`src/rtl/counter_reporter_pkg.sv`:
```
// Shared constants and types for the counter reporter: frame geometry,
// flag bit positions and the serialiser state encoding.
package counter_reporter_pkg;

   localparam int unsigned FRAME_BYTES = 18;
   localparam logic [7:0]  HDR_DEFAULT = 8'hA5;

   localparam int unsigned OVF_BIT  = 2;
   localparam int unsigned CHG1_BIT = 1;
   localparam int unsigned CHG0_BIT = 0;

   // Snapshot entry layout: {flags[1:0], Count1, Count0}
   localparam int unsigned ENTRY_W = 130;

   typedef enum logic {
      IDLE = 1'b0,
      SEND = 1'b1
   } state_e;

endpackage

```
`src/rtl/counter_reporter_if.sv`:
```
// Byte-wide valid/ready stream carrying serialised snapshot frames.
interface counter_reporter_if;

   logic [7:0] Out_Data;
   logic       Out_Valid;
   logic       Out_Ready;

   modport master (output Out_Data, output Out_Valid, input Out_Ready);
   modport slave  (input Out_Data, input Out_Valid, output Out_Ready);

endinterface

```
`src/rtl/counter_reporter_snap_fifo.sv`:
```
// Synchronous FIFO with level output; a push is also accepted when full
// provided a pop happens on the same edge.
module snap_fifo #(
   parameter int unsigned WIDTH = 130,
   parameter int unsigned DEPTH = 4
) (
   input  logic                     clk,
   input  logic                     rst_n,
   input  logic                     push_i,
   input  logic                     pop_i,
   input  logic [WIDTH-1:0]         wdata_i,
   output logic [WIDTH-1:0]         rdata_o,
   output logic [$clog2(DEPTH):0]   level_o,
   output logic                     full_o,
   output logic                     empty_o
);

   localparam int unsigned AW = $clog2(DEPTH);

   logic [WIDTH-1:0] mem_q [DEPTH];
   logic [AW-1:0]    wptr_q, wptr_d;
   logic [AW-1:0]    rptr_q, rptr_d;
   logic [AW:0]      level_q, level_d;
   logic             do_push, do_pop;

   assign full_o  = (level_q == (AW+1)'(DEPTH));
   assign empty_o = (level_q == '0);
   assign level_o = level_q;
   assign rdata_o = mem_q[rptr_q];

   assign do_pop  = pop_i & ~empty_o;
   assign do_push = push_i & (~full_o | do_pop);

   // Pointers wrap naturally because DEPTH is a power of two
   always_comb begin
      wptr_d  = wptr_q;
      rptr_d  = rptr_q;
      level_d = level_q;
      if (do_push) wptr_d = wptr_q + 1'b1;
      if (do_pop)  rptr_d = rptr_q + 1'b1;
      unique case ({do_push, do_pop})
         2'b10:   level_d = level_q + 1'b1;
         2'b01:   level_d = level_q - 1'b1;
         default: level_d = level_q;
      endcase
   end

   always_ff @(posedge clk or negedge rst_n) begin
      if (!rst_n) begin
         wptr_q  <= '0;
         rptr_q  <= '0;
         level_q <= '0;
      end else begin
         wptr_q  <= wptr_d;
         rptr_q  <= rptr_d;
         level_q <= level_d;
      end
   end

   always_ff @(posedge clk) begin
      if (do_push) mem_q[wptr_q] <= wdata_i;
   end

endmodule

```
`src/rtl/counter_reporter.sv`:
```
// Snapshots two 64-bit event counts on change, queues them, and streams each
// snapshot as an 18-byte frame with an in-band drop flag.
module counter_reporter
   import counter_reporter_pkg::*;
#(
   parameter int unsigned DEPTH  = 4,
   parameter logic [7:0]  HEADER = HDR_DEFAULT
) (
   input  logic                    Clk,
   input  logic                    Reset,
   input  logic                    Sample_En,
   input  logic [63:0]             Count0,
   input  logic [63:0]             Count1,
   counter_reporter_if.master      out_if,
   output logic                    Overflow,
   output logic [$clog2(DEPTH):0]  Fifo_Level
);

   localparam logic [4:0] LAST_IDX = 5'(FRAME_BYTES - 1);

   state_e             state_q, state_d;
   logic [4:0]         idx_q, idx_d;
   logic [7:0]         frame_q [FRAME_BYTES];
   logic [7:0]         frame_d [FRAME_BYTES];
   logic [63:0]        prev0_q, prev0_d;
   logic [63:0]        prev1_q, prev1_d;
   logic               overflow_q, overflow_d;

   logic               chg0, chg1, chg;
   logic               load, pop, drop;
   logic               fifo_full, fifo_empty;
   logic [ENTRY_W-1:0] fifo_wdata, fifo_rdata;

   assign chg0       = (Count0 != prev0_q);
   assign chg1       = (Count1 != prev1_q);
   assign chg        = Sample_En & (chg0 | chg1);
   assign fifo_wdata = {chg1, chg0, Count1, Count0};

   snap_fifo #(
      .WIDTH (ENTRY_W),
      .DEPTH (DEPTH)
   ) u_fifo (
      .clk     (Clk),
      .rst_n   (Reset),
      .push_i  (chg),
      .pop_i   (pop),
      .wdata_i (fifo_wdata),
      .rdata_o (fifo_rdata),
      .level_o (Fifo_Level),
      .full_o  (fifo_full),
      .empty_o (fifo_empty)
   );

   always_comb begin
      state_d          = state_q;
      idx_d            = idx_q;
      frame_d          = frame_q;
      prev0_d          = prev0_q;
      prev1_d          = prev1_q;
      overflow_d       = overflow_q;
      load             = 1'b0;
      out_if.Out_Valid = 1'b0;
      out_if.Out_Data  = '0;

      if (chg) begin
         prev0_d = Count0;
         prev1_d = Count1;
      end

      unique case (state_q)
         IDLE: begin
            if (!fifo_empty) load = 1'b1;
         end
         SEND: begin
            out_if.Out_Valid = 1'b1;
            out_if.Out_Data  = frame_q[idx_q];
            if (out_if.Out_Ready) begin
               if (idx_q == LAST_IDX) begin
                  if (!fifo_empty) load = 1'b1;
                  else             state_d = IDLE;
               end else begin
                  idx_d = idx_q + 1'b1;
               end
            end
         end
         default: state_d = IDLE;
      endcase

      // Loading captures the pre-edge Overflow into the frame's flag byte
      if (load) begin
         state_d    = SEND;
         idx_d      = '0;
         frame_d[0] = HEADER;
         frame_d[1] = '0;
         frame_d[1][OVF_BIT]  = overflow_q;
         frame_d[1][CHG1_BIT] = fifo_rdata[129];
         frame_d[1][CHG0_BIT] = fifo_rdata[128];
         for (int unsigned i = 0; i < 8; i++) begin
            frame_d[2 + i]  = fifo_rdata[i*8 +: 8];
            frame_d[10 + i] = fifo_rdata[64 + i*8 +: 8];
         end
      end

      if (drop)      overflow_d = 1'b1;
      else if (load) overflow_d = 1'b0;
   end

   assign pop  = load;
   assign drop = chg & fifo_full & ~pop;

   always_ff @(posedge Clk or negedge Reset) begin
      if (!Reset) begin
         state_q    <= IDLE;
         idx_q      <= '0;
         frame_q    <= '{default: '0};
         prev0_q    <= '0;
         prev1_q    <= '0;
         overflow_q <= 1'b0;
      end else begin
         state_q    <= state_d;
         idx_q      <= idx_d;
         frame_q    <= frame_d;
         prev0_q    <= prev0_d;
         prev1_q    <= prev1_d;
         overflow_q <= overflow_d;
      end
   end

   assign Overflow = overflow_q;

endmodule

```
`src/flat_wrapper.sv`:
```
// flat-port wrapper written by rule: the top's interface ports become plain ports
module counter_reporter_flat import counter_reporter_pkg::*;
#(
   parameter int unsigned DEPTH  = 4,
   parameter logic [7:0]  HEADER = HDR_DEFAULT
)
  (Clk, Reset, Sample_En, Count0, Count1, Overflow, Fifo_Level, out_if_Out_Data, out_if_Out_Valid, out_if_Out_Ready);
  counter_reporter_if out_if_i ();
  input  logic Clk;
  input  logic Reset;
  input  logic Sample_En;
  input  logic [63:0] Count0;
  input  logic [63:0] Count1;
  output logic Overflow;
  output logic [$clog2(DEPTH):0] Fifo_Level;
  output wire logic [$bits(out_if_i.Out_Data)-1:0] out_if_Out_Data;
  output wire logic [$bits(out_if_i.Out_Valid)-1:0] out_if_Out_Valid;
  input wire logic [$bits(out_if_i.Out_Ready)-1:0] out_if_Out_Ready;
  assign out_if_Out_Data = out_if_i.Out_Data;
  assign out_if_Out_Valid = out_if_i.Out_Valid;
  assign out_if_i.Out_Ready = out_if_Out_Ready;
  counter_reporter #(.DEPTH(DEPTH), .HEADER(HEADER)) u_core (.Clk(Clk), .Reset(Reset), .Sample_En(Sample_En), .Count0(Count0), .Count1(Count1), .out_if(out_if_i), .Overflow(Overflow), .Fifo_Level(Fifo_Level));
endmodule
```
`config.mk`:
```
export PLATFORM = sky130hd
export DESIGN_NAME = counter_reporter_flat
export DESIGN_NICKNAME = d
export VERILOG_FILES = /design/src/rtl/counter_reporter_pkg.sv /design/src/rtl/counter_reporter_if.sv /design/src/rtl/counter_reporter_snap_fifo.sv /design/src/rtl/counter_reporter.sv /design/src/flat_wrapper.sv
export SDC_FILE = /design/constraint.sdc
export NUM_CORES = 1
export LEC_CHECK = 0
export CAP_MARGIN = 20
export CORE_ASPECT_RATIO = 1.5
export CORE_MARGIN = 1
export CORE_UTILIZATION = 55
export CTS_CLUSTER_SIZE = 25
export DETAILED_ROUTE_END_ITERATION = 12
export GPL_TIMING_DRIVEN = 0
export PLACE_DENSITY_LB_ADDON = 0.15
export SYNTH_ARGS = -nofsm -noshare
export SYNTH_HDL_FRONTEND = slang
export SYNTH_SLANG_ARGS = --single-unit
```
`constraint.sdc`:
```
create_clock -name Clk -period 11.47 [get_ports Clk]
set_input_delay 2.294 -clock Clk [delete_from_list [all_inputs] [get_ports Clk]]
set_output_delay 2.294 -clock Clk [all_outputs]
set_load 0.01 [all_outputs]
```
Word-level counts from Yosys, hierarchy flattened:

Memories as Yosys holds them, arrays and structs flattened. A register that Yosys moved wholly into a read port is not among the register bits.
Index checks and enable logic that the tools add are counted.

* muxes and demuxes: 22
* add/sub/neg operators: 5
* reductions and logical operators: 7
* equal/unequal tests: 7
* bitwise operators: 12
* $lt $le $gt $ge: 1

Operators by type and width (number)
* 64-bit != test: 2
* 8-bit binary-select mux with 5-bit select: 1
* 8-bit two-way mux: 3
* 5-bit two-way mux: 4
* 1-bit two-way mux: 12
* 2-bit nonzero test: 4
* 6-bit >= comparator (second input constant): 1
* 5-bit inverter with 6-bit output: 1
* 3-bit one-hot mux with 2 select lines: 1
* 5-bit by 1-bit adder with 5-bit output (second input constant): 1
* 1-bit AND: 5
* 5-bit equality test (second input constant): 1
* 2-bit by 1-bit adder with 2-bit output (second input constant): 2
* 1-bit inverter: 4
* 3-bit by 1-bit adder with 3-bit output (second input constant): 1
* 3-bit equality test (second input constant): 1
* 3-bit logical NOT: 1
* 3-bit AND reduction: 1
* 3-bit by 1-bit subtractor with 3-bit output (second input constant): 1
* 2-bit by 1-bit equality test with 1-bit output (second input constant): 1
* 2-bit equality test (second input constant): 1
* 2-bit by 1-bit != test with 1-bit output (second input constant): 1
* 1-bit bitwise OR: 2
* 1-bit one-hot mux with 2 select lines: 1
* 1-bit logical NOT: 1

* input bits: 132
* logic and storage cells: 65
* memories: 1
* output and inout bits: 13
* flip-flop bits (word level): 146
* RAM bits: 520

Memories
* u_core.u_fifo.mem_q: words 4, bits a word 130, read ports 1, clocked after memory_dff 1, write ports 1, RTL line counter_reporter_snap_fifo.sv:20 `logic [WIDTH-1:0] mem_q [DEPTH];`

Logic depth before layout (Yosys ltp):

* depth in word-level cells: 10
* mapped depth: 12
* depth with buffers taken out: 10

Hierarchy:

A second synthesis with hierarchy kept.

* cell total of the unflattened synthesis: 1575
* area, all modules: 31674.1 um^2

Modules (own cells, without submodules)
* snap_fifo: area each 19180.9 um^2, times used 1, sequential area each 15790.1 um^2, cells each 718
* counter_reporter: area each 12493.2 um^2, times used 1, sequential area each 6681.4 um^2, cells each 857

Least setup slack after synthesis:

Ideal clock, no wire load.

* path type: input to register
* start: input port Count1[46]
* end: memory u_core.u_fifo.mem_q[0][0], enable pin
* stages on the path: 7
* library setup time: 0.505 ns
* arrival: 6.157 ns
* path buffers: 0
* path slack: 4.809 ns
* data required time: 10.965 ns
* path through: xnor2_1 -> nand4_1 -> nor4_1 -> nand4_1 -> o21ai_2 -> nor2b_1 -> and2_1

* longest elaborated chain between the ends: 6

RTL lines
* start, declared: RTL line flat_wrapper.sv:13 `input logic [63:0] Count1;`
* 64-bit != test: RTL line counter_reporter.sv:35 `assign chg1 = (Count1 != prev1_q);`
* via u_core.chg1: RTL line counter_reporter.sv:29 `logic chg0, chg1, chg;`
* 1-bit bitwise OR: RTL line counter_reporter.sv:36 `assign chg = Sample_En & (chg0 | chg1);`
* 1-bit AND: RTL line counter_reporter.sv:36
* 1-bit AND: RTL line counter_reporter_snap_fifo.sv:32 `assign do_push = push_i & (~full_o | do_pop);`
* 1-bit two-way mux: RTL line counter_reporter_snap_fifo.sv:61 `if (do_push) mem_q[wptr_q] <= wdata_i;`
* 1-bit two-way mux (implied by the code): RTL line counter_reporter_snap_fifo.sv:61
* end, declared: RTL line counter_reporter_snap_fifo.sv:20

The timed path passes the listed nets, and every way through them passes these cells.

Worst setup path in the final report:

* start: input port Count1[0]
* end: register u_core.u_fifo.level_q[2], in the netlist u_core.u_fifo.level_o[2]

* longest elaborated chain between the ends: 6
* elaborated cells between the ends (all ways): 8
* classes of those cells: eq/ne (3); mux (1); bitwise (3); reduce/logical (1)

RTL lines
* 64-bit != test *: RTL line counter_reporter.sv:35
* via u_core.chg1: RTL line counter_reporter.sv:29
* 1-bit bitwise OR *: RTL line counter_reporter.sv:36
* 1-bit AND *: RTL line counter_reporter.sv:36
* 1-bit AND *: RTL line counter_reporter_snap_fifo.sv:32
* 2-bit by 1-bit equality test with 1-bit output / 2-bit equality test (equally long branches): RTL line counter_reporter_snap_fifo.sv:41 `unique case ({do_push, do_pop})`
* 3-bit one-hot mux with 2 select lines / 2-bit nonzero test (equally long branches)
* end signal, assigned: RTL line counter_reporter_snap_fifo.sv:56 `level_q <= level_d;`
* end, declared: RTL line counter_reporter_snap_fifo.sv:23 `logic [AW:0] level_q, level_d;`

Mark *: on every way through the listed nets, which the timed path passes. The rest lies on a longest branch.
A chain may end at the register's enable or synchronous reset.

==> flow_summary.rst <==
.. list-table::
   :header-rows: 1

   * - Metric
     - Value
   * - Critical path fanouts, max
     - 10
   * - Post-route minimum period
     - approximately 7.0 ns
   * - Die footprint
     - roughly 0.058 mm2
   * - YS warnings
     - 0
   * - Leading cell types by total area after synthesis
     - edfxtp_1 (49%), dfrtp_1 (22%), mux4_2 (11%)
   * - End of the worst register-to-register path
     - u_core.u_fifo.level_o[2]$_DFFE_PN0P_
   * - Source of the critical timing path
     - Count1[0]
   * - Mapped Area
     - 0.0316 mm2
   * - Number of buffers on the longest clock path
     - 3
   * - Placer's final routability congestion estimate
     - 0.926
   * - Fill count
     - 4144
   * - Post-synthesis sequential area ratio
     - between 70% and 80%
   * - Final standard cell area without fillers
     - around 0.037 mm2
   * - Worst setup timing slack at the placement stage
     - approximately 3.6 ns
   * - DRT antenna net count
     - 0
   * - Level count of the clock H-tree
     - 3
   * - Worst-path cell with the longest stage delay
     - o21ai_2
   * - Io pins
     - 145
   * - Crit Path Class
     - in2reg
   * - Final Net Count
     - 2216
   * - Endpoint required time on the critical path
     - 11.98 ns
   * - Half-perimeter wire length after placement
     - 51500 um
   * - Clock transition at the registers of the reported paths
     - 0.06 ns
   * - Core area
     - 0.0568 mm2
   * - Cell at the root of the clock tree
     - clkbuf_16
   * - Row count
     - ~110
   * - Post-Synthesis Mean Instance Area
     - about 17 um2
   * - Arrival @ worst endpoint
     - between 7 and 8 ns
   * - Internal power summed over all cells
     - 6.10 mW
   * - Die width
     - 198 um
   * - Power per cell area
     - about 230 mW/mm2
   * - Vias in the first global route
     - 17400
   * - Final Hold Viols
     - 0
   * - Max transition margin
     - 33.6%
   * - Wirelength per Cell
     - 25.4 um
   * - Buffers & Inverters on Critical Path
     - 4
   * - Fraction of power spent switching nets
     - 28.9%
   * - Worst min-delay path category
     - reg2reg
   * - Setup repair after global routing missed its margin
     - no
   * - Portion of synthesized cell area occupied by the leading cell type
     - 49.4%
   * - Count of unresolved DRC violations after routing
     - 0
   * - Die Ht
     - 296 um
   * - Startpoint of the lowest-slack hold path
     - u_core.frame_q[10]$_DFFE_PN0P_
   * - Reg2Reg Launch Point
     - u_core.prev1_q[0]$_DFFE_PN0P_
   * - Switching pwr
     - 2.48 mW
   * - Clock buffer count from CTS
     - 72
   * - Synth unique cells
     - 35
   * - Leakage power figure
     - 13.4 nW
   * - Initial antenna violation count
     - 1
   * - Fraction of layout instances using a drive strength above 1
     - 21.2%
   * - Sort of element at the end of the critical path
     - flip-flop
   * - Top Family by Delay on Critical Path
     - simple AND/OR/NAND/NOR gates
   * - Number of post-CTS setup repair buffers
     - 0
   * - Post-DR vias/cell
     - 5.73
   * - Final global-route overflow total
     - 0
   * - Area added between synthesis and finish
     - 16.3%
   * - Net Count, Synth
     - a little under 2000
   * - Cells on Worst Hold Path
     - 2
   * - Sequential group share of total power
     - between 40% and 50%
   * - Final Max Slew Viols
     - 0
   * - Fraction of power consumed by combinational cells
     - 25.1%
   * - Chain of cells forming the critical path
     - clkdlybuf4s50_1 -> xnor2_1 -> nand4_1 -> nor4_1 -> nand4_1 -> o21ai_2 -> buf_6 -> buf_6 -> and2_1 -> fa_1 -> inv_1 -> or3_1 -> a211o_1
   * - Count of endpoints failing setup in the final report
     - 0
   * - Global-route wire length before repair
     - 110000 um
   * - Number of resized instances in the post-cts repair step
     - 0
   * - Placement Cell Area
     - roughly 0.034 mm2
   * - Initial DRT Pass Iterations
     - 5
   * - Minimum setup slack in the final design
     - about 4.4 ns
   * - Final setup skew
     - around 0.020 ns
   * - Maximum number of pins on one net before global-route repair
     - 114
   * - Clock latency of the later-clocked register in the worst-skew pair
     - 0.62 ns
   * - Placed cell count
     - 2766
   * - Reported max-cap violation count
     - 0
   * - Final standard cell count with taps included and fillers excluded
     - 2900
   * - Setup TNS Final
     - 0 ns
   * - Reg2Reg Setup Slack
     - ~6.3 ns
   * - Buffers on Ports
     - 144
   * - Clock network fraction of total power
     - a little under 30%
   * - Actual slew at the worst max-slew pin
     - 0.995 ns
   * - Routed Wire Length
     - approximately 74000 um
   * - CTS Hold Bufs
     - 0
   * - Detailed router's first-iteration violation count
     - 1087
   * - Post-Syn Instances
     - about 1800
   * - Worst Hold End
     - u_core.frame_q[10]$_DFFE_PN0P_
   * - Synthesized flop and latch total
     - 794
   * - Fmax
     - 142 MHz
   * - Antenna diode count
     - 0
   * - Startpoint type of the worst setup path
     - input port
   * - CP peak stage delay
     - 0.83 ns
   * - Maximum VDD drop
     - 0.000162 V
   * - Cell type with the largest total area after synthesis
     - edfxtp_1
   * - Count of vias placed by the detailed router
     - approximately 17000
   * - Outcome
     - finished, final reports clean
   * - Final period util
     - between 60% and 70%
   * - TritonCTS clock tree
     - done
   * - Worst-case reg-to-reg path depth
     - 12
   * - Initial standard-cell utilization of the core
     - between 50% and 60%
   * - Clock sink total
     - 794
   * - Total track usage
     - 26.4%
worst max-delay path by stage:
stage                                            to  slack, ns  cells past startpoint
2_1_floorplan   u_core.u_fifo.mem_q[0][0]$_DFFE_PP_       4.81                      7
3_5_place_dp   u_core.u_fifo.level_o[2]$_DFFE_PN0P_       3.64                     13
5_1_grt        u_core.u_fifo.level_o[2]$_DFFE_PN0P_       4.39                     13
3_3_place_gp         u_core.prev0_q[40]$_DFFE_PN0P_      -4.01                      1
6_report       u_core.u_fifo.level_o[2]$_DFFE_PN0P_       4.43                     13
4_1_cts        u_core.u_fifo.level_o[2]$_DFFE_PN0P_       4.28                     13
cell usage in the layout (no fill, tap or decap), types with 2 or more instances in the layout:
cell type / Yosys / layout
mux2i_1: 13 / 13
buf_2: 25 / 25
ha_1: 6 / 6
xnor2_1: 132 / 132
inv_6: 0 / 3
dfrtp_1: 274 / 274
clkbuf_8: 0 / 5
clkbuf_16: 0 / 78
buf_1: 3 / 3
nor4_1: 9 / 9
inv_1: 6 / 6
nor2b_1: 3 / 3
a22oi_1: 3 / 3
and2_4: 0 / 4
nor2_1: 24 / 24
nand3_1: 4 / 4
o21ai_0: 6 / 6
clkdlybuf4s50_1: 0 / 143
xor2_1: 4 / 4
bufinv_16: 0 / 8
clkinv_1: 1 / 8
clkinvlp_4: 0 / 2
buf_6: 8 / 8
buf_16: 0 / 10
a21oi_1: 12 / 12
nand2b_1: 2 / 2
clkbuf_1: 49 / 66
a31oi_1: 2 / 2
mux2_2: 133 / 133
clkinv_2: 0 / 14
edfxtp_1: 520 / 520
mux4_2: 161 / 161
nand2_1: 399 / 399
nand4_1: 36 / 36
routing by layer:
metal  track usage (%)  vias to the layer above  share of wire (%)
li1                  -                     7331                  -
met1              33.3                     8649                 38
met2              44.6                      510                 52
met3              4.05                      119                5.1
met4              13.2                        2                4.6
met5                 0                        -              0.012
cell families (layout without fill, tap and decap cells):
family	Yosys count	count (layout)	synth area share, %
AO/OA/AOI/OAI	27	27	0.503
XOR/XNOR	136	136	3.77
adder cells (fa/ha/maj)	7	7	0.301
buffers and inverters	92	380	1.38
flip-flops	794	794	71.1
multiplexers	307	307	16.6
AND/OR/NAND/NOR	486	486	6.26
through the flow:
step	total power [mW]	utilization [%]	hold WS, ns
floorplan	5.32	-	0.440
global placement	6.14	59.9	0.455
detailed placement	6.16	60.4	0.459
CTS	8.65	64.7	0.476
global route	8.92	64.7	0.494
finish	8.58	64.7	0.474
registers in the layout (all words and copies together) (netlist names):
register and cells:
u_core.u_fifo.mem_q 520, u_core.frame_q 132, u_core.prev0_q 64, u_core.prev1_q 64, u_core.idx_q 5, u_core.u_fifo.level_o 3, u_core.u_fifo.rptr_q 2, u_core.u_fifo.wptr_q 2
u_core.Overflow 1, u_core.state_q 1
worst reg2reg max path: cells and delay by family, from the launching register on:
kind / cells / cell delay (ns)
XOR/XNOR: 1 / 0.65
AO/OA/AOI/OAI: 2 / 1.09
buffers and inverters: 3 / 0.60
adder cells (fa/ha/maj): 1 / 0.18
AND/OR/NAND/NOR: 5 / 2.17
flip-flops: 1 / 0.39
power groups by stage:
stage / combinational [mW] / sequential (mW) / clock [mW]
after CTS: 2.19 / 3.93 / 2.53
after global routing: 2.31 / 3.98 / 2.64
after global placement: 2.08 / 4.06 / 0
after detailed placement: 2.18 / 3.98 / 0
after floorplan: 1.37 / 3.95 / 0
final: 2.15 / 3.93 / 2.50
area by class of cell:
type,count,area [um2],area share [%]
Sequential cell,794,22500,61.2
Multi-Input combinational cell,963,8690,23.6
Clock buffer,100,2080,5.67
Timing Repair Buffer,154,1720,4.69
Tap cell,763,955,2.60
Buffer,85,410,1.12
Clock inverter,34,378,1.03
Inverter,7,26.3,0.0715
cells in the mapped netlist:
library cell,n
nor2_1,24
clkinv_1,1
or3_1,1
mux2i_1,13
nor2b_1,3
and4_1,1
a21oi_1,12
inv_1,6
mux2_2,133
nand2b_1,2
nand4_1,36
or2_2,1
edfxtp_1,520
xnor2_1,132
a211o_1,1
and2_1,5
clkbuf_1,49
o21ai_2,1
fa_1,1
a211oi_1,1
nor4_1,9
xor2_1,4
o21ai_0,6
nand2_1,399
dfrtp_1,274
a22oi_1,3
ha_1,6
buf_6,8
a31oi_1,2
a41oi_1,1
mux4_2,161
buf_1,3
nand3_1,4
nor3_1,1
buf_2,25
No activity file was read; power rests on OpenSTA's default activity.
